==> config.mk <==
export PLATFORM = sky130hd
export DESIGN_NAME = sdram_mc_ctrl
export DESIGN_NICKNAME = d
export VERILOG_FILES = /design/src/rtl/sdram_mc_ctrl.sv
export SDC_FILE = /design/constraint.sdc
export NUM_CORES = 1
export LEC_CHECK = 0
export BUFFER_PORTS_ARGS = -buffer_cell sky130_fd_sc_hd__buf_2
export CAP_MARGIN = 15
export CORE_AREA = 3 3 257 259
export CTS_BUF_LIST = sky130_fd_sc_hd__clkbuf_8
export DETAILED_ROUTE_END_ITERATION = 6
export DIE_AREA = 0 0 260 262
export PLACE_DENSITY = 0.47
export SLEW_MARGIN = 20
export SYNTH_ARGS = -nofsm -noshare
export SYNTH_HDL_FRONTEND = slang
export SYNTH_SLANG_ARGS = --single-unit
==> constraint.sdc <==
create_clock -name sys_clk -period 7.8 [get_ports sys_clk]
set_input_delay 1.17 -clock sys_clk [delete_from_list [all_inputs] [get_ports sys_clk]]
set_output_delay 1.17 -clock sys_clk [all_outputs]
set_load 0.02 [all_outputs]
==> src/rtl/sdram_mc_ctrl.sv <==
// Multi-channel SDRAM burst scheduler: round-robin arbitration of per-channel write
// and read bursts, with per-channel address wrap and optional ping-pong bank swapping.
module sdram_mc_ctrl #(
    parameter int CH_NUM = 2,
    parameter int AW     = 24,
    parameter int LW     = 10,
    parameter int NW     = 10
) (
    input  logic                 sys_clk,
    input  logic                 sys_rst_n,
    input  logic                 init_end,
    input  logic [CH_NUM*NW-1:0] wr_fifo_num,
    input  logic [CH_NUM*NW-1:0] rd_fifo_num,
    input  logic [CH_NUM-1:0]    read_valid,
    input  logic [CH_NUM-1:0]    pingpang_en,
    input  logic [CH_NUM-1:0]    wr_rst,
    input  logic [CH_NUM-1:0]    rd_rst,
    input  logic [CH_NUM*AW-1:0] sdram_wr_b_addr,
    input  logic [CH_NUM*AW-1:0] sdram_wr_e_addr,
    input  logic [CH_NUM*AW-1:0] sdram_rd_b_addr,
    input  logic [CH_NUM*AW-1:0] sdram_rd_e_addr,
    input  logic [LW-1:0]        wr_burst_len,
    input  logic [LW-1:0]        rd_burst_len,
    input  logic                 sdram_wr_ack,
    input  logic                 sdram_rd_ack,
    output logic                 sdram_wr_req,
    output logic                 sdram_rd_req,
    output logic [AW-1:0]        sdram_wr_addr,
    output logic [AW-1:0]        sdram_rd_addr,
    output logic [CH_NUM-1:0]    wr_sel,
    output logic [CH_NUM-1:0]    rd_sel,
    output logic [CH_NUM-1:0]    wr_frame_done,
    output logic [CH_NUM-1:0]    rd_frame_done
);

    localparam int CW = (CH_NUM > 1) ? $clog2(CH_NUM) : 1;
    localparam int OW = AW - 2;
    localparam int MW = (NW > LW) ? NW : LW;

    typedef enum logic [2:0] {IDLE, WR_WAIT, WR_BURST, RD_WAIT, RD_BURST} state_t;

    state_t            state;
    logic [AW-1:0]     wr_addr [CH_NUM];
    logic [AW-1:0]     rd_addr [CH_NUM];
    logic [CH_NUM-1:0] bank_flag, rd_ready_q, rd_ready, wr_elig, rd_elig;
    logic [CW-1:0]     wr_ptr, rd_ptr, wr_ch, rd_ch, wr_grant, rd_grant;
    logic              wr_found, rd_found, wr_ack_dly, rd_ack_dly;
    logic              wr_rst_seen, rd_rst_seen, wr_done, rd_done;
    logic              end_bank_unused;

    function automatic logic [CW-1:0] rr_idx(input logic [CW-1:0] ptr, input int k);
        int s;
        s = int'(ptr) + k;
        if (s >= CH_NUM) s = s - CH_NUM;
        return CW'(s);
    endfunction

    function automatic logic [CW-1:0] next_ch(input logic [CW-1:0] g);
        return (int'(g) == CH_NUM - 1) ? '0 : CW'(int'(g) + 1);
    endfunction

    // Only the offset field of the end address takes part in the wrap test.
    assign end_bank_unused = ^{sdram_wr_e_addr, sdram_rd_e_addr};
    assign rd_ready = ~pingpang_en | rd_ready_q;
    assign wr_done  = (state == WR_BURST) && wr_ack_dly && !sdram_wr_ack;
    assign rd_done  = (state == RD_BURST) && rd_ack_dly && !sdram_rd_ack;

    always_comb begin
        wr_elig  = '0;
        rd_elig  = '0;
        wr_found = 1'b0;
        rd_found = 1'b0;
        wr_grant = '0;
        rd_grant = '0;
        for (int i = 0; i < CH_NUM; i++) begin
            wr_elig[i] = MW'(wr_fifo_num[i*NW +: NW]) >= MW'(wr_burst_len);
            rd_elig[i] = read_valid[i] && rd_ready[i] &&
                         (MW'(rd_fifo_num[i*NW +: NW]) < MW'(rd_burst_len));
        end
        for (int k = 0; k < CH_NUM; k++) begin
            if (!wr_found && wr_elig[rr_idx(wr_ptr, k)]) begin
                wr_found = 1'b1;
                wr_grant = rr_idx(wr_ptr, k);
            end
            if (!rd_found && rd_elig[rr_idx(rd_ptr, k)]) begin
                rd_found = 1'b1;
                rd_grant = rr_idx(rd_ptr, k);
            end
        end
    end

    always_ff @(posedge sys_clk or negedge sys_rst_n) begin
        if (!sys_rst_n) begin
            state         <= IDLE;
            sdram_wr_req  <= 1'b0;
            sdram_rd_req  <= 1'b0;
            sdram_wr_addr <= '0;
            sdram_rd_addr <= '0;
            wr_sel        <= '0;
            rd_sel        <= '0;
            wr_ptr        <= '0;
            rd_ptr        <= '0;
            wr_ch         <= '0;
            rd_ch         <= '0;
            wr_rst_seen   <= 1'b0;
            rd_rst_seen   <= 1'b0;
        end else begin
            case (state)
                IDLE: begin
                    if (init_end && wr_found) begin
                        state         <= WR_WAIT;
                        sdram_wr_req  <= 1'b1;
                        sdram_wr_addr <= wr_addr[wr_grant];
                        wr_sel        <= CH_NUM'(1) << wr_grant;
                        wr_ch         <= wr_grant;
                        wr_ptr        <= next_ch(wr_grant);
                        wr_rst_seen   <= 1'b0;
                    end else if (init_end && rd_found) begin
                        state         <= RD_WAIT;
                        sdram_rd_req  <= 1'b1;
                        sdram_rd_addr <= rd_addr[rd_grant];
                        rd_sel        <= CH_NUM'(1) << rd_grant;
                        rd_ch         <= rd_grant;
                        rd_ptr        <= next_ch(rd_grant);
                        rd_rst_seen   <= 1'b0;
                    end
                end
                WR_WAIT: begin
                    if (wr_rst[wr_ch]) wr_rst_seen <= 1'b1;
                    if (sdram_wr_ack) begin
                        sdram_wr_req <= 1'b0;
                        state        <= WR_BURST;
                    end
                end
                WR_BURST: begin
                    if (wr_rst[wr_ch]) wr_rst_seen <= 1'b1;
                    if (wr_done) begin
                        wr_sel <= '0;
                        state  <= IDLE;
                    end
                end
                RD_WAIT: begin
                    if (rd_rst[rd_ch]) rd_rst_seen <= 1'b1;
                    if (sdram_rd_ack) begin
                        sdram_rd_req <= 1'b0;
                        state        <= RD_BURST;
                    end
                end
                RD_BURST: begin
                    if (rd_rst[rd_ch]) rd_rst_seen <= 1'b1;
                    if (rd_done) begin
                        rd_sel <= '0;
                        state  <= IDLE;
                    end
                end
                default: state <= IDLE;
            endcase
        end
    end

    // A channel reset seen at any point of its burst suppresses the end-of-burst advance.
    always_ff @(posedge sys_clk or negedge sys_rst_n) begin
        if (!sys_rst_n) begin
            for (int i = 0; i < CH_NUM; i++) begin
                wr_addr[i] <= '0;
                rd_addr[i] <= '0;
            end
            bank_flag     <= '0;
            rd_ready_q    <= '0;
            wr_frame_done <= '0;
            rd_frame_done <= '0;
            wr_ack_dly    <= 1'b0;
            rd_ack_dly    <= 1'b0;
        end else begin
            wr_ack_dly    <= sdram_wr_ack;
            rd_ack_dly    <= sdram_rd_ack;
            wr_frame_done <= '0;
            rd_frame_done <= '0;
            for (int i = 0; i < CH_NUM; i++) begin
                if (wr_rst[i]) begin
                    wr_addr[i]    <= sdram_wr_b_addr[i*AW +: AW];
                    bank_flag[i]  <= 1'b0;
                    rd_ready_q[i] <= 1'b0;
                end else if (wr_done && !wr_rst_seen && int'(wr_ch) == i) begin
                    if (wr_addr[i][OW-1:0] < sdram_wr_e_addr[i*AW +: OW] - OW'(wr_burst_len)) begin
                        wr_addr[i] <= wr_addr[i] + AW'(wr_burst_len);
                    end else begin
                        wr_frame_done[i] <= 1'b1;
                        if (pingpang_en[i]) begin
                            bank_flag[i]  <= ~bank_flag[i];
                            rd_ready_q[i] <= 1'b1;
                            wr_addr[i]    <= {1'b0, ~bank_flag[i], sdram_wr_b_addr[i*AW +: OW]};
                        end else begin
                            wr_addr[i] <= sdram_wr_b_addr[i*AW +: AW];
                        end
                    end
                end
                if (rd_rst[i]) begin
                    rd_addr[i] <= sdram_rd_b_addr[i*AW +: AW];
                end else if (rd_done && !rd_rst_seen && int'(rd_ch) == i) begin
                    if (rd_addr[i][OW-1:0] < sdram_rd_e_addr[i*AW +: OW] - OW'(rd_burst_len)) begin
                        rd_addr[i] <= rd_addr[i] + AW'(rd_burst_len);
                    end else begin
                        rd_frame_done[i] <= 1'b1;
                        if (pingpang_en[i]) begin
                            rd_addr[i] <= {1'b0, bank_flag[i], sdram_rd_b_addr[i*AW +: OW]};
                        end else begin
                            rd_addr[i] <= sdram_rd_b_addr[i*AW +: AW];
                        end
                    end
                end
            end
        end
    end

endmodule
# Yosys cells after proc, flatten, opt, wreduce, memory -nomap -nowiden
# Cells that the tools add are included.
# W data, S select, Z words.
# classes
add_sub_neg	16
n_mul	0
n_div	0
n_lt_le_gt_ge	20
n_eq_ne	16
shift	2
muxes	104
bitwise_logic	9
n_reduce_logical	50
# ops
cell	count
$mux W24	22
$add A24 B10 Y24	4
$lt A22 B22 Y1	4
$sub A22 B10 Y22	4
$mux W1	64
$reduce_bool A2 Y1	12
$ge A10 B10 Y1	2
$lt A10 B10 Y1	2
$logic_and A1 B1 Y1	18
$mux W3	6
$ne A2 B2 Y1 const B	9
$reduce_and A3 Y1	6
$pmux W3 S5	1
$lt A1 B2 Y1 const B	6
$reduce_and A4 Y1	3
$mux W2	5
$ge A2 B2 Y1 const B	4
$pmux W1 S2	4
$pmux W2 S2	2
$eq A3 B2 Y1 const B	2
$logic_not A1 Y1	6
$not A1 Y1	5
$reduce_and A5 Y1	1
$add A1 B1 Y2 const B	2
other kinds (14)	23
# totals
register_bits	169
latchBits	0
mem_bits_rw	0
rom_bits	0
input_bits	265
output_inout_bits	58
elab_cells	242
n_memories	0

# Logic depth before layout (Yosys ltp)
# Gate-level depths: netlist of the first run.
# logic_depth
depth_word	14
ltp_mapped	21
ltp_nobuf	19

# Worst setup path after synthesis of the first run
# Ideal clock, no wire load.
# synth_timing
path_type	input -> register
start	in sdram_wr_e_addr[24]
end	reg wr_addr[20] in the netlist's numbering
setup_time_ns	0.123
arrival_ns	4.974
t_required_ns	7.677
path_slack_ns	2.703
stages	20
path_buffers	2
cell_sequence	inv_1 -> ha_1 -> fa_1 -> nor2b_1 -> o21a_1 -> o21ai_0 -> a21o_1 -> o21ai_0 -> nand2b_1 -> xor2_1 -> ha_1 -> and2_1 -> a221o_1 -> a22o_1 -> or4_1 -> buf_6 -> nor2_8 -> buf_8 -> a21oi_1 -> o2bb2a_2
# synth_via
elab_chain_cells	5
# synth_lines
element	line_no	text
start, declared	19	input logic [CH_NUM*AW-1:0] sdram_wr_e_addr,
$sub A22 B10 Y22	185	if (wr_addr[i][OW-1:0] < sdram_wr_e_addr[i*AW +: OW] - OW'(wr_burst_len)) begin
$lt A22 B22 Y1	185	
$mux W24	185	
$mux W24	184	end else if (wr_done && !wr_rst_seen && int'(wr_ch) == i) begin
$mux W24	180	if (wr_rst[i]) begin
end signal, assigned by index	181	wr_addr[i] <= sdram_wr_b_addr[i*AW +: AW];
end signal, assigned by index	186	wr_addr[i] <= wr_addr[i] + AW'(wr_burst_len);
end signal, assigned by index	192	wr_addr[i] <= {1'b0, ~bank_flag[i], sdram_wr_b_addr[i*AW +: OW]};
end, declared	43	logic [AW-1:0] wr_addr [CH_NUM];
# Every way passes these cells. The select of a mux whose other input is x is not followed.
# A chain may end at the register's enable or synchronous reset.

# Worst setup path after layout of the first run
# layout_timing
start	in wr_burst_len[1]
end	reg wr_addr[27] in the netlist's numbering
# layout_via
elab_chain_cells	5
word_cells_on_any_way	6
classes_between	add/sub: 2; order compare: 1; mux: 3
# layout_lines
element	line_no	text
start, declared	22	input logic [LW-1:0] wr_burst_len,
$sub A22 B10 Y22	185	
$lt A22 B22 Y1	185	
$mux W24 (*)	185	
$mux W24 (*)	184	
$mux W24 (*)	180	
# Every way passes the cells marked *; elsewhere a longest branch is shown, timed or not. The select of a mux whose other input is x is not followed.

==> results_dict.tcl, run 1 <==
set metrics [dict create \
    outcome "finished clean" \
    drt-initial-drc-count 859 \
    die_h_um 262 \
    slowest_delay_ns 0.60 \
    rows 93 \
    setup_viol 0 \
    placed_cells 2958 \
    worst_slack_ns 1.90 \
    wl_um 59700 \
    tritoncts "yes" \
    grt_max_degree 59 \
    crit_buf_inv 2 \
    syn-num-nets 2314 \
    synth_cell_types 89 \
    power.total_w 0.00464 \
    syn_area_mm2 0.0160 \
    post_cts_buffers 0 \
    required_ns 8.19 \
    p_leak_nw 8.83 \
    worst_slew_pin_slew_ns 1.07 \
    most-common-layout-cells "buf_2 (313), ha_1 (202), nand2_1 (199)" \
    area_growth_pct 18.2 \
    grt_first_pass_wirelength_um 88400 \
    netlist_instances 1839 \
    wire_per_inst_um 19.9 \
    grt.total_usage 0.170 \
    avgSynthCellArea_um2 8.68 \
    dp_hpwl_um 49500 \
    core_mm2 0.0641 \
    ys.flop_type "dfrtp_1" \
    rsz0062_at_grt "false" \
    crit_family "compound AO/OA/AOI/OAI gates" \
    synth_warnings 0 \
    grt_pass1_vias 14700 \
    slew_headroom 0.281 \
    period_needed_ns 5.90 \
    cts_htree_levels 4 \
    fin_crit_sh 0.756 \
    async_flop_share 1.00 \
    critPathCaptureType "flip-flop" \
    hold_buffers 0 \
    synth-edff-count 0 \
    finalSetupTns_ns 0 \
    clk_pin_slew_worst_paths_ns 0.10 \
    crit_slowest_cell "a41oi_1" \
    slew_viol_final 0 \
    hp-class "reg2reg" \
    max_cap_violations 0 \
    synth-seq-cells 169 \
    fin_cells 2999 \
    globalplace.congestion 0.916 \
    start_kind "primary input" \
    drive_gt1_frac 0.206 \
    first_pass_iters 4 \
    cts_buffer_depth 2 \
    initial_core_util 0.249 \
    cts_root_buf "clkbuf_8" \
    clock-skew-final_ns 0.0204 \
    fp.dieArea_mm2 0.0681 \
    vdd_drop_max_uv 109 \
    grt_antenna_before_repair 17 \
    cts_buffers 17 \
    hold_violations 0 \
    final_nets 2597 \
    ios 323 \
    criticalPathCategory "in2reg" \
    die_x_um 260 \
    seq_area_frac_synth 0.265 \
    ctsResizeCount 0 \
    viasPerCell 5.05 \
    worstPathArrival_ns 6.29 \
    cp_max_fo 24 \
    cts.sinks 169 \
    layout_commonest_cell "buf_2" \
    vias 15100 \
    io_buffer_count 314 \
    ant_nets 0 \
    fmax_mhz 170 \
    drc 0 \
    pre_cts_ws_ns 1.45 \
    critical_path.cell_chain "buf_2, inv_1, ha_1, nor2b_1, o21a_1, o21ai_0, a21oi_1, a41oi_1, nand3_1, xor2_1, ha_1, a21oi_1, o21ai_0, a221oi_1, and2_1, nand2_1, and2_1, o31a_1" \
    overflow 0 \
    insertion_delay_ns 0.50 \
    p_per_area_mw_per_mm2 246 \
]
cells in the mapped netlist, drive strengths merged (8+ instances only):
master,n,area share
mux2i,33,0.021
a31oi,20,0.0082
mux2,51,0.036
a21o,44,0.021
a211oi,14,0.0069
inv,77,0.018
dfrtp,169,0.26
a2bb2oi,8,0.0044
and2,18,0.0071
o21ai,102,0.032
a221oi,8,0.0044
a21oi,109,0.034
nor2,107,0.026
xnor2,68,0.037
buf,24,0.010
o31ai,12,0.0060
nor2b,24,0.0094
and3,29,0.011
nand2,200,0.047
o21a,17,0.0080
a22oi,30,0.014
xor2,42,0.023
o211ai,19,0.0098
nand4,25,0.0098
a211o,9,0.0049
a221o,10,0.0063
clkbuf,36,0.0085
or3,18,0.0071
fa,8,0.010
ha,202,0.16
a311o,10,0.0063
nor3,50,0.016
nand3,65,0.020
nand3b,8,0.0038
or2,12,0.0047
nand2b,25,0.010
nor4,26,0.011
logic make-up (layout without fill, tap and decap cells):
| logic type | Yosys count | after routing | share of synthesized area |
|---|---|---|---|
| simple gates | 634 | 634 | 0.198 |
| compound gates | 495 | 495 | 0.214 |
| fa+ha+maj | 210 | 210 | 0.168 |
| flops | 169 | 169 | 0.265 |
| buf+inv | 137 | 433 | 0.0370 |
| xor+xnor | 110 | 110 | 0.0604 |
| mux | 84 | 84 | 0.0567 |
| other cells | 0 | 9 | 0 |
routing by layer:
layer | vias up | global-route usage | wire length [um]
met5 | - | 0 | 83
met4 | 16 | 0.0547 | 1570
met3 | 78 | 0.0332 | 2730
met2 | 327 | 0.260 | 26500
met1 | 7275 | 0.241 | 28800
li1 | 7436 | - | -
where the power goes:
part           total [W]  switching [W]  internal, W  leakage [nW]
logic            0.00235        0.00137     0.000979          6.56
clock network   0.000722       0.000371     0.000350         0.218
registers        0.00157       0.000406      0.00116          2.05
tightest hold or removal path, delay by kind of cell, from the launching register on:
family | cells | cell delay, ns
and+or+nand+nor | 2 | 0.10
DFF | 1 | 0.35
through the flow:
stage,hold WS [ns],instance area (um2),util
floorplan,0.457,16000,-
global placement,0.450,18400,0.287
detailed placement,0.451,18400,0.287
CTS,0.472,18800,0.294
global route,0.498,18900,0.294
finish,0.467,18900,0.294
flip-flops by register name, summed over array words and instances (netlist names):
register	cells
rd_addr	48
wr_addr	48
sdram_rd_addr	24
sdram_wr_addr	24
state	3
bank_flag	2
rd_frame_done	2
rd_ready_q	2
rd_sel	2
wr_frame_done	2
wr_sel	2
rd_ack_dly	1
rd_ch	1
rd_ptr	1
rd_rst_seen	1
sdram_rd_req	1
sdram_wr_req	1
wr_ack_dly	1
wr_ch	1
wr_ptr	1
wr_rst_seen	1
area by class of cell:
class,count,area [um2]
repair buffers,324,1660
multi-input cells,1533,11200
diodes,9,22.5
flip-flops and latches,169,4230
fillers,6801,45200
inverters,77,289
well taps,855,1070
clock buffers,17,234
clock inverters,15,198
final timing paths:
| check | from | end | slack [ns] | cells past startpoint |
|---|---|---|---|---|
| worst min register to register | sdram_wr_addr[20] | sdram_wr_addr[20] | 0.47 | 2 |
| max in group asynchronous | sys_rst_n | sdram_rd_addr[10] | 5.92 | 2 |
| min in group asynchronous | sys_rst_n | wr_addr[25] | 0.62 | 1 |
| worst max-delay path | wr_burst_len[1] | wr_addr[27] | 1.90 | 18 |
| worst min-delay path | sdram_wr_addr[20] | sdram_wr_addr[20] | 0.47 | 2 |
| worst max register to register | wr_addr[17] | wr_addr[14] | 4.55 | 8 |
Note: power is estimated with default switching activity, not from simulation.
==> run 2: changes to the inputs <==
==> constraint.sdc (replaced) <==
create_clock -name sys_clk -period 5.75 [get_ports sys_clk]
set_input_delay 0.8625 -clock sys_clk [delete_from_list [all_inputs] [get_ports sys_clk]]
set_output_delay 0.8625 -clock sys_clk [all_outputs]
set_load 0.02 [all_outputs]
==> run 2 against run 1 <==
Effect of this change:
- worst hold slack got worse by 0.097 ns
- sequential share of layout area is 0.15 points lower
- utilization is 0.20 points higher
- sequential power is 36% higher
- non-clock buffer count rose by 20
- setup slack lost 1.2 ns
- critical path depth rose by 2
- design area up 0.69%
- combinational power grew 38%
- sequential cell count is the same
- wire length up 1.9%
- register-to-register slack lost 2.0 ns
- critical path type unchanged
==> results_dict.tcl, run 2 (same netlist as run 1, synthesis figures left out) <==
set metrics [dict create \
    layout_commonest_cell "buf_2" \
    drc 0 \
    hold_violations 0 \
    worst_hold_slack_ns 0.370 \
    cp_max_fo 41 \
    cts_root_buf "clkbuf_8" \
    overflow 0 \
    required_ns 6.13 \
    crit_buf_inv 3 \
    hold_buffers 0 \
    fin_cells 3017 \
    final_nets 2617 \
    die_x_um 260 \
    outcome "finished clean" \
    p_per_area_mw_per_mm2 331 \
    crit_family "compound AO/OA/AOI/OAI gates" \
    slew_viol_final 0 \
    critPathCaptureType "flip-flop" \
    fp.dieArea_mm2 0.0681 \
    p_int_w 0.00334 \
    p_sw_frac 0.468 \
    clock-skew-final_ns 0.0162 \
    critical_path.cell_chain "buf_2, ha_1, inv_1, fa_1, a21o_1, a21oi_1, o21ai_0, nor2b_1, a31oi_1, nor2b_1, xnor2_1, ha_1, nand4_1, or2_2, a211oi_1, o21ai_1, nand3b_1, buf_12, a221oi_1, or3_1" \
    cts.sinks 169 \
    wire_per_inst_um 20.2 \
    viasPerCell 5.03 \
    tritoncts "yes" \
    fmax_mhz 200 \
    fin_crit_sh 0.871 \
    crit_slowest_cell "a31oi_1" \
    globalplace.congestion 0.912 \
    pwr-share-clk 0.144 \
    vias 15200 \
    grt_pass1_vias 14800 \
    post_cts_buffers 0 \
    hp-class "in2async" \
    rsz0062_at_grt "false" \
    rows 93 \
    clk_pin_slew_worst_paths_ns 0.10 \
    setup_viol 0 \
    core_mm2 0.0641 \
    cts_buffer_depth 2 \
    area_growth_pct 19.1 \
    ctsResizeCount 0 \
    cts_buffers 17 \
    wl_um 60800 \
    drt-initial-drc-count 827 \
    grt_max_degree 69 \
    initial_core_util 0.249 \
    finalSetupTns_ns 0 \
    combPwrFrac 0.517 \
    dp_hpwl_um 50700 \
    placed_cells 2977 \
    power.total_w 0.00629 \
    vdd_drop_max_uv 143 \
    start_kind "primary input" \
    grt_antenna_before_repair 13 \
    cts_htree_levels 4 \
    slew_headroom 0.299 \
    insertion_delay_ns 0.50 \
    p_switching_w 0.00294 \
    first_pass_iters 5 \
    period_needed_ns 5.01 \
    worstPathArrival_ns 5.38 \
    ant_nets 0 \
    grt_first_pass_wirelength_um 90200 \
    ios 323 \
    top_regs "rd_addr: 48 flops, wr_addr: 48 flops" \
    most-common-layout-cells "buf_2 (313), ha_1 (202), nand2_1 (199)" \
    io_buffer_count 314 \
    worst_slew_pin_slew_ns 1.04 \
    drive_gt1_frac 0.213 \
    p_leak_nw 8.92 \
    max_cap_violations 0 \
    final_util 0.296 \
    die_h_um 262 \
    grt.total_usage 0.174 \
    slowest_delay_ns 0.42 \
    criticalPathCategory "in2reg" \
    p_seq_frac 0.339 \
]
[run 2: cell types whose count changed in the layout (fill, tap and decap cells not counted), moves of 2 or more]
cell       previous run  this run
diode_2               9         7
bufinv_16             4         2
buf_12                0         2
clkinv_4              1         3
buf_4                10        27
[run 2: worst paths after layout]
kind	startpoint	to	slack, ns	depth (start not counted)
worst min-delay path	sys_rst_n	wr_addr[25]	0.37	1
max in group asynchronous	sys_rst_n	rd_addr[12]	4.14	2
min in group sys_clk	sdram_wr_addr[16]	sdram_wr_addr[16]	0.47	2
worst min register to register	sdram_wr_addr[16]	sdram_wr_addr[16]	0.47	2
worst max register to register	wr_addr[0]	wr_addr[18]	2.52	10
worst max-delay path	rd_burst_len[0]	rd_addr[36]	0.74	20
[run 2: worst reg2reg max path, delay by kind of cell (launching register included)]
kind / cells / cell delay, ns
adders and majority gates: 2 / 0.63
AOI/OAI and AO/OA: 5 / 1.43
and+or+nand+nor: 2 / 0.53
buffers and inverters: 1 / 0.06
DFF: 1 / 0.46
[run 2: layout make-up]
type	instances	area [um2]
multi-input cells	1533	11200
well taps	855	1070
clock inverters	14	146
diodes	7	17.5
flip-flops and latches	169	4230
repair buffers	344	1830
clock buffers	18	248
inverters	77	289
fillers	6810	45100
[run 2: routing by layer]
layer	global-route usage	routed length (um)
met1	0.250	29800
met2	0.267	27000
met3	0.0281	2490
met4	0.0536	1430
met5	0	51
[run 2: stage by stage]
stage | instance area, um2 | worst slack (ns)
2_1_floorplan | 16000 | 0.960
3_3_place_gp | 18600 | 0.218
3_5_place_dp | 18600 | 0.210
4_1_cts | 19000 | 0.746
5_1_grt | 19000 | 0.394
6_report | 19000 | 0.744
[run 2: power groups by stage]
stage	combinational [W]	sequential (W)	clock, W
final	0.00325	0.00213	0.000905
after global routing	0.00364	0.00219	0.000990
after CTS	0.00327	0.00213	0.000942
after detailed placement	0.00325	0.00215	0
after global placement	0.00319	0.00214	0
after floorplan	0.00211	0.00210	0
==> run 3: changes to the inputs <==
--- a/config.mk
+++ b/config.mk
@@ -5,12 +5,13 @@
 export SDC_FILE = /design/constraint.sdc
 export NUM_CORES = 1
 export LEC_CHECK = 0
+export ABC_AREA = 1
 export BUFFER_PORTS_ARGS = -buffer_cell sky130_fd_sc_hd__buf_2
 export CAP_MARGIN = 15
-export CORE_AREA = 3 3 257 259
+export CORE_AREA = 3 3 276 278
 export CTS_BUF_LIST = sky130_fd_sc_hd__clkbuf_8
 export DETAILED_ROUTE_END_ITERATION = 6
-export DIE_AREA = 0 0 260 262
+export DIE_AREA = 0 0 279 281
 export PLACE_DENSITY = 0.47
 export SLEW_MARGIN = 20
 export SYNTH_ARGS = -nofsm -noshare
==> run 3 against run 2 <==
Effect of this change:
- worst hold slack worse by 0.14 ns
- synthesized area up 16%
- combinational power up 7.4%
- global-route usage up 0.47 points
- synthesized cell count up 62%
- wire length up 17%
- setup slack better by 0.86 ns
- clock power up 10%
- design area up 13%
- utilization down 0.77 points
- total power up 4.1%
- critical path depth up 1
==> results_dict.tcl, run 3 <==
set metrics [dict create \
    drc 0 \
    p_switching_w 0.00336 \
    grt.total_usage 0.179 \
    dr_wl_met3_um 3600 \
    first_pass_iters 5 \
    clock-skew-final_ns 0.0218 \
    cts_root_buf "clkbuf_8" \
    netlist_instances 2970 \
    grt_max_degree 99 \
    ys.flop_type "dfrtp_1" \
    criticalPathCategory "in2reg" \
    slew_viol_final 0 \
    synth_cell_types 44 \
    drt-initial-drc-count 1006 \
    io_buffer_count 314 \
    ctsResizeCount 0 \
    setup_viol 0 \
    drive_gt1_frac 0.120 \
    layout_commonest_cell "nand2_1" \
    r2r-end "wr_addr[35]" \
    hold_violations 0 \
    avgSynthCellArea_um2 6.21 \
    start_kind "primary input" \
    ios 323 \
    pre_cts_ws_ns 0.920 \
    overflow 0 \
    synth-edff-count 0 \
    m1WireLength_um 31100 \
    synth_most_common_cell "nand2_1" \
    max_cap_violations 0 \
    core_mm2 0.0742 \
    hold_buffers 0 \
    wl_um 71000 \
    p_int_w 0.00319 \
    insertion_delay_ns 0.58 \
    netlist_top_cells_count "nand2_1 (1,159), inv_1 (442), nand3_1 (225)" \
    fmax_mhz 241 \
    synth-seq-cells 169 \
    combPwrFrac 0.533 \
    synth_top_area_frac 0.236 \
    vdd_drop_max_uv 216 \
    pwr-share-clk 0.153 \
    die_h_um 281 \
    grt_antenna_before_repair 4 \
    cts_htree_levels 4 \
    syn_area_mm2 0.0185 \
    cts_buffers 17 \
    crit_path_end "rd_addr[30]" \
    initial_core_util 0.249 \
    yosys-top-cells-area "nand2_1 (24%), dfrtp_1 (23%), ha_1 (14%)" \
    slew_headroom 0.453 \
    rows 100 \
    p_sw_frac 0.513 \
    worst_slew_pin_slew_ns 0.818 \
    fp.dieArea_mm2 0.0784 \
    most-common-layout-cells "nand2_1 (1,159), inv_1 (443), buf_2 (313)" \
    r2r_setup_slack_ns 3.23 \
    top_regs "rd_addr: 48 flops, wr_addr: 48 flops" \
    finalSetupTns_ns 0 \
    rsz0062_at_grt "false" \
    dp_hpwl_um 58900 \
    die_x_um 279 \
    worst_hold_slack_ns 0.234 \
    post_cts_buffers 0 \
    critPathCaptureType "flip-flop" \
    synth_warnings 0 \
    rr_startpoint "wr_addr[39]" \
    clk_pin_slew_worst_paths_ns 0.11 \
    cp_max_fo 11 \
    ant_nets 0 \
    fin_crit_sh 0.721 \
    required_ns 6.20 \
    viasPerCell 4.44 \
    wire_per_inst_um 16.7 \
    wl_met2_um 34600 \
    globalplace.congestion 0.919 \
    area_growth_pct 16.1 \
    outcome "finished clean" \
    tritoncts "yes" \
    cts_buffer_depth 2 \
    crit_path_start "rd_burst_len[1]" \
    yosysTopAreaCell "nand2_1" \
    grt_pass1_vias 17900 \
    rr_worst_depth 10 \
    hp-class "in2async" \
    syn-num-nets 3445 \
    period_needed_ns 4.15 \
    grt_first_pass_wirelength_um 106000 \
    p_seq_frac 0.315 \
    p_per_area_mw_per_mm2 306 \
    vias 18800 \
    worst_slack_ns 1.60 \
    cts.sinks 169 \
    final_nets 3737 \
    async_flop_share 1.00 \
    worstPathArrival_ns 4.60 \
    seq_area_frac_synth 0.229 \
    top_layer "met5" \
    p_leak_nw 12.2 \
]
==> run 3: cell types whose count changed after synthesis, sizes merged, moves of 30 or more <==
| cell | before | now |
|---|---|---|
| nand2 | 200 | 1167 |
| nor2 | 107 | 214 |
| mux2 | 51 | 0 |
| clkbuf | 36 | 6 |
| nand3 | 65 | 230 |
| inv | 77 | 450 |
| xor2 | 42 | 76 |
| a22oi | 30 | 0 |
| a21o | 44 | 8 |
| mux2i | 33 | 0 |
==> run 3: metal layers <==
layer / vias to the layer above / track usage
met2: 436 / 0.315
met3: 64 / 0.0322
met1: 8415 / 0.222
li1: 9916 / -
met4: 4 / 0.0541
met5: - / 0
==> run 3: layout make-up <==
cell class / instances / area [um2]
repair buffers: 325 / 1680
flip-flops and latches: 169 / 4230
multi-input cells: 2299 / 12200
clock buffers: 17 / 234
well taps: 969 / 1210
fillers: 8472 / 52800
inverters: 450 / 1690
diodes: 1 / 2.50
clock inverters: 15 / 184
==> run 3: cell families (layout without fill, tap and decap cells) <==
logic type / after synthesis / in the layout / synth area share
compound gates: 274 / 274 / 0.0807
buf+inv: 502 / 807 / 0.110
xor+xnor: 121 / 121 / 0.0574
fa+ha+maj: 210 / 210 / 0.146
other cells: 0 / 1 / 0
flops: 169 / 169 / 0.229
simple gates: 1694 / 1694 / 0.377
==> run 3: worst min-delay path by stage <==
stage	slack, ns	end	cells after the start
final	0.23	rd_addr[17]	1
after global routing	0.30	rd_addr[17]	1
after CTS	0.26	rd_addr[19]	1
after detailed placement	0.46	sdram_rd_addr[17]	2
after global placement	0.46	sdram_rd_addr[0]	2
after floorplan	0.45	rd_ptr	2
==> run 3: power groups by stage <==
stage,Sequential (W),Combinational [W],Clock [W]
3_3_place_gp,0.00209,0.00348,0
5_1_grt,0.00210,0.00401,0.00108
4_1_cts,0.00206,0.00352,0.00104
6_report,0.00206,0.00349,0.00100
3_5_place_dp,0.00208,0.00350,0
2_1_floorplan,0.00206,0.00231,0
==> run 3: critical path, cell delays in order <==
cell      delay [ns]
buf_2           0.16
inv_1           0.47
ha_1            0.35
nand3_1         0.08
nand3_1         0.16
a21oi_1         0.17
o21ai_0         0.14
nand2_1         0.14
nand2_1         0.13
o21bai_1        0.16
nand2_1         0.07
ha_1            0.30
a21oi_1         0.15
nand2_1         0.09
a21oi_1         0.19
nand4_1         0.14
inv_1           0.33
buf_4           0.27
nand2_1         0.07
nand3_1         0.07
nand2_1         0.06
==> run 3: per-stage QoR <==
| step | area [um2] | total power, W | instances | util |
|---|---|---|---|---|
| after global placement | 21000 | 0.00558 | 4212 | 0.283 |
| after floorplan | 18500 | 0.00437 | 2970 | - |
| after detailed placement | 21000 | 0.00559 | 4212 | 0.283 |
| after global routing | 21400 | 0.00720 | 4245 | 0.289 |
| final | 21400 | 0.00655 | 4245 | 0.289 |
| after CTS | 21400 | 0.00663 | 4244 | 0.289 |
